### src/rtl/hwt_vector_sequencer.sv
// Vector sequencer and MISR response compactor for a 4-input combinational cell under test.
// It drives an incrementing vector on A..D, folds each registered Y into a 16-bit MISR, and compares the result with a golden signature.
module hwt_vector_sequencer #(
  parameter int unsigned NUM_VEC   = 16,
  parameter int unsigned CNT_W     = 5,
  parameter logic [15:0] MISR_POLY = 16'h1021,
  parameter logic [15:0] MISR_INIT = 16'h0000
) (
  input  logic             clk,
  input  logic             rst,
  input  logic             start,
  input  logic [3:0]       seed,
  input  logic [15:0]      expected_sig,
  input  logic             y_in,
  output logic             a_o,
  output logic             b_o,
  output logic             c_o,
  output logic             d_o,
  output logic             busy,
  output logic             done,
  output logic [15:0]      signature,
  output logic [CNT_W-1:0] ones_count,
  output logic             pass
);

  typedef enum logic [1:0] {
    IDLE  = 2'd0,
    RUN   = 2'd1,
    DRAIN = 2'd2,
    DONE  = 2'd3
  } state_t;

  localparam logic [CNT_W-1:0] LAST_IDX = CNT_W'(NUM_VEC - 1);

  state_t           state_q, state_d;
  logic [3:0]       vec_q, vec_d;
  logic [CNT_W-1:0] vec_idx_q, vec_idx_d;
  logic             y_q, y_d;
  logic             cap_valid_q, cap_valid_d;
  logic [15:0]      sig_q, sig_d;
  logic [CNT_W-1:0] ones_q, ones_d;
  logic             busy_q, busy_d;
  logic             done_q, done_d;
  logic             accept;

  function automatic logic [15:0] misr_step(input logic [15:0] s, input logic bit_in);
    return {s[14:0], 1'b0} ^ (s[15] ? MISR_POLY : 16'h0000) ^ {15'b0, bit_in};
  endfunction

  assign accept = start && ((state_q == IDLE) || (state_q == DONE));

  always_comb begin
    state_d     = state_q;
    vec_d       = vec_q;
    vec_idx_d   = vec_idx_q;
    y_d         = y_q;
    cap_valid_d = cap_valid_q;
    sig_d       = sig_q;
    ones_d      = ones_q;

    // y_q lags the driven vector by one cycle, so folding is keyed on cap_valid rather than on state
    if (cap_valid_q) begin
      sig_d  = misr_step(sig_q, y_q);
      ones_d = ones_q + {{(CNT_W-1){1'b0}}, y_q};
    end

    case (state_q)
      IDLE, DONE: begin
        if (accept) begin
          state_d     = RUN;
          vec_d       = seed;
          vec_idx_d   = '0;
          cap_valid_d = 1'b0;
          sig_d       = MISR_INIT;
          ones_d      = '0;
        end
      end
      RUN: begin
        y_d         = y_in;
        cap_valid_d = 1'b1;
        vec_idx_d   = vec_idx_q + {{(CNT_W-1){1'b0}}, 1'b1};
        if (vec_idx_q == LAST_IDX) begin
          state_d = DRAIN;
        end else begin
          vec_d = vec_q + 4'd1;
        end
      end
      DRAIN: begin
        cap_valid_d = 1'b0;
        state_d     = DONE;
      end
      default: begin
        state_d = IDLE;
      end
    endcase

    busy_d = (state_d == RUN) || (state_d == DRAIN);
    done_d = (state_d == DONE);
  end

  always_ff @(posedge clk or posedge rst) begin
    if (rst) begin
      state_q     <= IDLE;
      vec_q       <= 4'd0;
      vec_idx_q   <= '0;
      y_q         <= 1'b0;
      cap_valid_q <= 1'b0;
      sig_q       <= MISR_INIT;
      ones_q      <= '0;
      busy_q      <= 1'b0;
      done_q      <= 1'b0;
    end else begin
      state_q     <= state_d;
      vec_q       <= vec_d;
      vec_idx_q   <= vec_idx_d;
      y_q         <= y_d;
      cap_valid_q <= cap_valid_d;
      sig_q       <= sig_d;
      ones_q      <= ones_d;
      busy_q      <= busy_d;
      done_q      <= done_d;
    end
  end

  assign a_o        = vec_q[3];
  assign b_o        = vec_q[2];
  assign c_o        = vec_q[1];
  assign d_o        = vec_q[0];
  assign busy       = busy_q;
  assign done       = done_q;
  assign signature  = sig_q;
  assign ones_count = ones_q;
  assign pass       = done_q && (sig_q == expected_sig);

endmodule

### config.mk
export PLATFORM = sky130hd
export DESIGN_NAME = hwt_vector_sequencer
export DESIGN_NICKNAME = d
export VERILOG_FILES = /design/src/rtl/hwt_vector_sequencer.sv
export SDC_FILE = /design/constraint.sdc
export NUM_CORES = 1
export LEC_CHECK = 0
export ABC_AREA = 1
export ABC_CLOCK_PERIOD_IN_PS = 4600
export BUFFER_PORTS_ARGS = -buffer_cell sky130_fd_sc_hd__buf_2
export CORE_MARGIN = 2
export CORE_UTILIZATION = 35
export CTS_CLUSTER_DIAMETER = 150
export DETAILED_ROUTE_END_ITERATION = 6
export PLACE_DENSITY = 0.67
export SYNTH_ARGS = -nofsm -noshare
export SYNTH_HDL_FRONTEND = slang
export SYNTH_SLANG_ARGS = --single-unit
### constraint.sdc
create_clock -name clk -period 4.6 [get_ports clk]
set_input_delay 1.38 -clock clk [delete_from_list [all_inputs] [get_ports clk]]
set_output_delay 1.38 -clock clk [all_outputs]
set_load 0.03 [all_outputs]
* After elaboration in Yosys (flattened, before gate mapping)
Cells that the tools add are included.
Storage, ports and cells: register bits after elaboration 36, bits of input ports 24, output and inout port bits 28, logic and storage cells 50
Cells by class: add/subtract/negate cells 3, equality and inequality tests 10, muxes and demuxes 17, bitwise logic cells 2, reductions and logical operators 9
Operator list (number):
- 16-bit 2-to-1 mux | 3
- 5-bit 2-to-1 mux | 4
- 16-bit equality test | 1
- 16-bit by 1-bit bitwise XOR with 16-bit output | 1
- 16-bit by 13-bit bitwise XOR with 16-bit output | 1
- 13-bit 2-to-1 mux | 1
- 5-bit one-hot mux with 2 select lines | 1
- 2-bit equality test, second input constant | 4
- 4-bit 2-to-1 mux | 2
- 4-bit one-hot mux with 2 select lines | 1
- 2-bit one-hot mux with 3 select lines | 1
- 5-bit by 1-bit adder with 5-bit output | 1
- 5-bit by 1-bit adder with 5-bit output, second input constant | 1
- 5-bit by 4-bit equality test with 1-bit output, second input constant | 1
- 4-bit by 1-bit adder with 4-bit output, second input constant | 1
- 2-bit by 1-bit equality test with 1-bit output, second input constant | 2
- 2-bit 2-to-1 mux | 2
- 2-bit inequality test, second input constant | 2
- 1-bit one-hot mux with 3 select lines | 1
- 3-bit AND reduction | 1
- 1-bit logical AND | 2
- 2-bit zero test | 1
- 1-bit logical OR | 2
- 2-bit AND reduction | 1
- other kinds (3) | 3

* Logic depth before layout (Yosys ltp)
Gate-level depths: netlist of run 1.
depth in word-level cells 7, gate-level depth with buffers 9, depth with buffers taken out 9

* Least setup slack after synthesis of run 1
No wires, ideal clock.
path kind input to output, start point input expected_sig[9], end point output pass, arrival 2.132 ns, required time 3.220 ns, slack 1.088 ns, stages 8, path buffers 0, cell sequence inv_1 > nand2_1 > nand2_1 > inv_1 > nand2_1 > nor2_1 > nand3_1 > nor2_1
On the way: cells in the longest elaborated chain, start to end 2
RTL lines:
- start, declared | line 13 | input logic [15:0] expected_sig,
- 16-bit equality test | line 133 | assign pass = done_q && (sig_q == expected_sig);
- 1-bit logical AND | line 133
- end, declared | line 23 | output logic pass
No other way between the ends.

* Worst setup path in the final report of run 1
start point input expected_sig[5], end point output pass
Same word-level chain as after synthesis.

==> results.md, run 1 <==
* Vias/cell at 4.799
* Setup violations, final at 0
* Die height at 78.99 microns
* Wire per inst at 12.01 microns
* RePlAce Congestion at 0.7878
* Syn Nets at 280
* Hold_ws at 0.4736 ns
* Post-route cell area at 2364 sq um
* Placed inst area at 2273 sq um
* Netlist Area Pre-Place at 1968 sq um
* Internal power at 0.0009247 W
* FF-to-FF path depth at 5
* TritonCTS Sinks at 36
* Number of flops mapped to enable cells by yosys at 0
* YS warnings at 0
* Residual DRC at 0
* Critical path class: in2out
* Simple-gate share of the synthesized area at 18.50%
* Post-synthesis cell count at 248
* Worst-path cell chain: buf_2 -> a21boi_1 -> nand2_1 -> nor2_1 -> nand3_1 -> nor2_1 -> buf_2
* CP max FO at 2
* Syn Area/Cell at 7.936 sq um
* Die width at 78.99 microns
* Area leader, netlist: dfrtp_1
* CP max stage cell: buf_2
* Slew margin rel. at 49.61%
* Most frequent cell after synthesis: nand2_1
* Antenna fix cells at 0
* Pre-CTS WS at 1.002 ns
* Clock share of power at 12.2%
* Largest net degree at the start of global routing at 37
* Clk root buf: clkbuf_8
* Hpwl dp at 3423 microns
* Setup TNS at 0 ns
* Prevailing post-synth register cell: dfrtp_1
* Synth top cells by count: 56 x nand2_1, 36 x dfrtp_1, 34 x inv_1, 23 x a21oi_1, 17 x nor2_1
* Power Density at 790.5 nW/um^2
* P_sw at 0.0009438 W
* Port bufs at 51
* CP endpoint kind: output pin
* Most area-consuming cells after synthesis: dfrtp_1 46%, nand2_1 11%, inv_1 6.5%
* Worst Skew at 0.005472 ns
* Worst setup SP type: input pin
* Initial Util at 35.96%
* Post-synthesis register bit count at 36
* Worst setup margin at 1.003 ns
* Post-Synth Adder-Cell Area at 5.086%
* Final #Nets at 332
* Dpl cells at 365
* Logic gate share of total power at 54.0%
* Post-synthesis sequential area ratio at 45.77%
* F_max at 0.2780 GHz
* Crit path time final at 3.597 ns
* Largest family of logic cells by synthesized area: simple AND/OR/NAND/NOR gates
* Synth top area share at 45.77%
* Crit share post-route at 78.19%
* Seq pwr share at 33.8%
* Finished Layout Cells at 373
* Max cap viols at 0
* Post-synthesis mux area share at 0%
* Via Count at 1790
* Outcome: finished clean
* FFs w/ async S/R, synth at 100.0%
* Worst path max stage delay at 0.20 ns
* Share of layout cells above drive strength 1 at 24.92%
* FP Rows at 27
* First-pass GRT wire length at 7569 microns
* GRT overflow at 0
* Vias in the first global route at 1666
* I/O pin cnt at 52
* Post-route ant nets at 0
* Sw frac at 50.51%
* CP required at 3.22 ns
* Skew-Pair Late Insertion Delay at 0.28 ns
* Total CTS buffers at 5
* Post-synth cell types at 28
* Postcts setup bufs at 0
* Xor/xnor cell area share of the yosys netlist at 2.225%
* Static Leak at 1.271 nW
* CP Data Arrival Time at 2.22 ns
* Compound-Gate Fraction of Synth Area at 17.86%
* RSZ-0062 raised after global routing: no
* Routed WL at 4480 microns
* Clock-pin slew on the worst setup and hold paths at 0.07 ns
* CTS resizes at 0
* Drt pass-1 iters at 4
* Hold Path Class: reg2reg
* H-Tree Depth at 2
* Final Hold Viols at 0
* Slew @ Worst Pin at 0.7558 ns
* Initial antenna violation count at 0
* DRT iter0 DRCs at 84
* CTS tree: done
* # hold bufs at CTS at 0
* GRT Total Usage at 15.42%
* Die area at 6239 sq um
* Worst hold stages at 1
* P&R area growth vs syn at 20.09%
* Core area at 5473 sq um
* Slew Viols, Final at 0
* Worst VDD drop at 0.3244 mV
* CTS Buffer Depth at 2
## stage by stage
| step | util (%) | power (W) |
|---|---|---|
| 2_1_floorplan | - | 0.001402 |
| 3_3_place_gp | 41.54 | 0.001620 |
| 3_5_place_dp | 41.54 | 0.001658 |
| 4_1_cts | 43.19 | 0.001891 |
| 5_1_grt | 43.19 | 0.002043 |
| 6_report | 43.19 | 0.001868 |
## worst paths after layout
path,start,end,slack (ns)
setup / recovery,expected_sig[5],pass,1.00
hold / removal,ones_count[4]$_DFF_PP0_,ones_count[4]$_DFF_PP0_,0.47
setup reg to reg,state_q[1]$_DFF_PP0_,busy$_DFF_PP0_,2.82
hold reg to reg,ones_count[4]$_DFF_PP0_,ones_count[4]$_DFF_PP0_,0.47
max in group asynchronous,rst,vec_q[1]$_DFFE_PP0P_,3.09
min in group asynchronous,rst,vec_q[2]$_DFFE_PP0P_,1.19
## metal layers
metal  up-vias  GRT usage, %  share of wire, %  wire length, microns
met4         0         5.345               2.2                   100
met1       826         18.85                45                  2003
met5         -             0                 0                     0
met2        52         26.27                47                  2121
met3        10         4.091               5.7                   255
li1        902             -                 -                     -
## power groups by stage
| stage | Combinational [W] | Sequential, W | Clock, W |
|---|---|---|---|
| 6_report | 0.00101 | 0.000631 | 0.000228 |
| 5_1_grt | 0.00113 | 0.000660 | 0.000252 |
| 4_1_cts | 0.00102 | 0.000632 | 0.000236 |
| 3_5_place_dp | 0.00102 | 0.000637 | 0 |
| 3_3_place_gp | 0.000989 | 0.000631 | 0 |
| 2_1_floorplan | 0.000605 | 0.000797 | 0 |
## sequential cells by signal, summed over array words and instances, names as in the netlist
name / flops
busy: 1
cap_valid_q: 1
done: 1
ones_count: 5
signature: 16
state_q: 2
vec_idx_q: 5
vec_q: 4
y_q: 1
## cells in the final DEF (no fill, tap or decap), types with 2 or more instances in the layout
master	count
clkbuf_1	2
dfrtp_1	36
a211oi_1	3
ha_1	8
xnor2_1	4
nand2_2	3
o22ai_1	3
nand3_1	6
nand2_4	2
inv_1	34
nor2_2	2
clkbuf_8	6
o21ai_1	14
buf_2	51
o21ai_0	15
inv_2	7
nand2_1	56
a21oi_1	23
nor2_1	17
## cells by family (layout without fill, tap and decap cells)
family	Yosys count	after routing
flops	36	36
simple gates	87	87
buf+inv	49	102
compound gates	63	63
fa+ha+maj	8	8
xor+xnor	5	5
## critical path: cells and delay by family
family          cells  cell delay [ns]
compound gates      1             0.19
buf+inv             2             0.31
simple gates        4             0.35
## cell type report
type / count / area (sq um)
tap: 72 / 90.09
fill: 590 / 3109
clock buffer: 8 / 90.09
multi-input combinational: 163 / 859.6
timing repair buffer: 52 / 262.8
inverter: 42 / 160.2
sequential: 36 / 900.9
(Power assumes the default switching activity.)
==> inputs of run 2 (changes only) <==
ABC_CLOCK_PERIOD_IN_PS = 3350   (was 4600)
clock period = 3.35 ns   (was 4.6 ns; I/O delays follow)
==> results.md, run 2 (same netlist as run 1, synthesis figures left out) <==
* Outcome: finished clean
* Max cap viols at 0 (unchanged)
* CP max stage cell: buf_2
* Initial antenna violation count at 0 (unchanged)
* Postcts setup bufs at 0 (unchanged)
* Clock-pin slew on the worst setup and hold paths at 0.07 ns (about the same)
* Antenna fix cells at 0 (unchanged)
* Slew @ Worst Pin at 0.7616 ns (+0.005828 ns)
* RSZ-0062 raised after global routing: no
* Setup violations, final at 0 (unchanged)
* CP Data Arrival Time at 1.83 ns (-0.39 ns)
* P&R area growth vs syn at 20.79%
* Clk root buf: clkbuf_8
* Min-delay src: ones_count[4]$_DFF_PP0_
* Commonest non-fill, non-tap cell in the layout: nand2_1
* # hold bufs at CTS at 0 (unchanged)
* DRT iter0 DRCs at 117 (+39%)
* Final Hold Viols at 0 (unchanged)
* Via Count at 1735 (-3.1%)
* First-pass GRT wire length at 7217 microns (-4.7%)
* F_max at 0.3523 GHz
* CTS resizes at 0 (unchanged)
* Post-route ant nets at 0 (unchanged)
* Utilization after layout at 43.44% (+0.25 points)
* Static Leak at 1.281 nW (+0.76%)
* Die area at 6239 sq um (unchanged)
* Slew margin rel. at 49.22% (-0.39 points)
* Port bufs at 51 (unchanged)
* Final #Nets at 333 (+0.30%)
* H-Tree Depth at 2 (unchanged)
* Worst Skew at 0.003176 ns (-0.002296 ns)
* CP required at 2.34 ns (-0.88 ns)
* Critical path origin: expected_sig[5]
* Setup TNS at 0 ns (unchanged)
* CP max FO at 2 (unchanged)
* RePlAce Congestion at 0.7819 (-0.75%)
* Routed WL at 4305 microns (-3.9%)
* Share of layout cells above drive strength 1 at 25.58% (+0.66 points)
* Largest net degree at the start of global routing at 27 (-27%)
* Drt pass-1 iters at 4 (unchanged)
* GRT overflow at 0 (unchanged)
* Worst setup SP type: input pin
* Crit path time final at 2.839 ns
* Residual DRC at 0 (unchanged)
* Critical path class: in2out
* Core area at 5473 sq um (unchanged)
* GRT Total Usage at 14.82% (-0.60 points)
* Initial Util at 35.96% (unchanged)
* TritonCTS Sinks at 36 (unchanged)
* Top delay family on crit path: simple AND/OR/NAND/NOR gates
* Worst-path cell chain: buf_2 -> a21boi_1 -> nand2_1 -> nor2_1 -> nand3_1 -> nor2_1 -> buf_2
* I/O pin cnt at 52 (unchanged)
* FP Rows at 27 (unchanged)
* Vias in the first global route at 1629 (-2.2%)
* Wire per inst at 11.54 microns (-3.9%)
* Die height at 78.99 microns (unchanged)
* Hpwl dp at 3292 microns (-3.8%)
* Slew Viols, Final at 0 (unchanged)
* Die width at 78.99 microns (unchanged)
* Total CTS buffers at 5 (unchanged)
* CTS Buffer Depth at 2 (unchanged)
* Reg2Reg Launch Point: state_q[1]$_DFF_PP0_
* Worst VDD drop at 0.4393 mV (+35%)
* Largest register FFs at 16 (unchanged)
* R2R setup slack at 1.55 ns (-1.27 ns)
* Power Density at 1081 nW/um^2 (+37%)
* Hold Path Class: reg2reg
* Vias/cell at 4.651 (-3.1%)
* Commonest cells after routing, fill and taps aside: 56 x nand2_1, 51 x buf_2, 36 x dfrtp_1
* Crit share post-route at 84.74%
* CTS tree: done
* Worst path max stage delay at 0.20 ns (about the same)
* Skew-Pair Late Insertion Delay at 0.28 ns (about the same)
* Worst path bufs/invs at 2 (unchanged)
* CP endpoint kind: output pin
[run 2: changes by cell type in the layout (fill, tap and decap cells not counted)]
cell      change
buf_4         +1
clkbuf_8      +1
clkbuf_1      -2
[run 2: final timing paths]
check / cells past startpoint / endpoint
worst max-delay path: 7 / pass
worst min-delay path: 1 / ones_count[4]$_DFF_PP0_
worst max register to register: 5 / busy$_DFF_PP0_
worst min register to register: 1 / ones_count[4]$_DFF_PP0_
max in group asynchronous: 3 / signature[8]$_DFF_PP0_
min in group asynchronous: 2 / ones_count[3]$_DFF_PP0_
[run 2: report_power, final]
group / internal, W / switching, W
sequential: 0.000642 / 0.000223
clock: 0.000183 / 0.000147
combinational: 0.000461 / 0.000913
[run 2: layout make-up]
type	count	area (sq um)
tap	72	90.09
timing repair buffer	53	270.3
inverter	42	160.2
sequential	36	900.9
fill	549	3095
multi-input combinational	163	859.6
clock buffer	7	96.34
[run 2: per-layer routing]
metal	GRT usage, %	up-vias	share of wire (%)
li1	-	903	-
met1	17.77	775	46
met2	25.51	55	47
met3	4.432	2	6.5
met4	4.655	0	0.39
met5	0	-	0
[run 2: stage by stage]
step | instance area [sq um] | total power [W] | hold slack (ns) | worst slack [ns] | cells
5_1_grt | 2377 | 0.002804 | 0.4974 | 0.4341 | 373
3_3_place_gp | 2281 | 0.002226 | 0.4520 | 0.5330 | 366
6_report | 2377 | 0.002570 | 0.4752 | 0.5113 | 373
3_5_place_dp | 2281 | 0.002267 | 0.4540 | 0.5169 | 366
2_1_floorplan | 1968 | 0.001925 | 0.4678 | 0.5879 | 248
4_1_cts | 2377 | 0.002600 | 0.4722 | 0.5127 | 373
[run 2: worst reg2reg max path, stage by stage (launching register included)]
cell	delay [ns]
dfrtp_1	0.40
inv_1	0.06
ha_1	0.43
inv_2	0.14
o31ai_1	0.37
ha_1	0.29
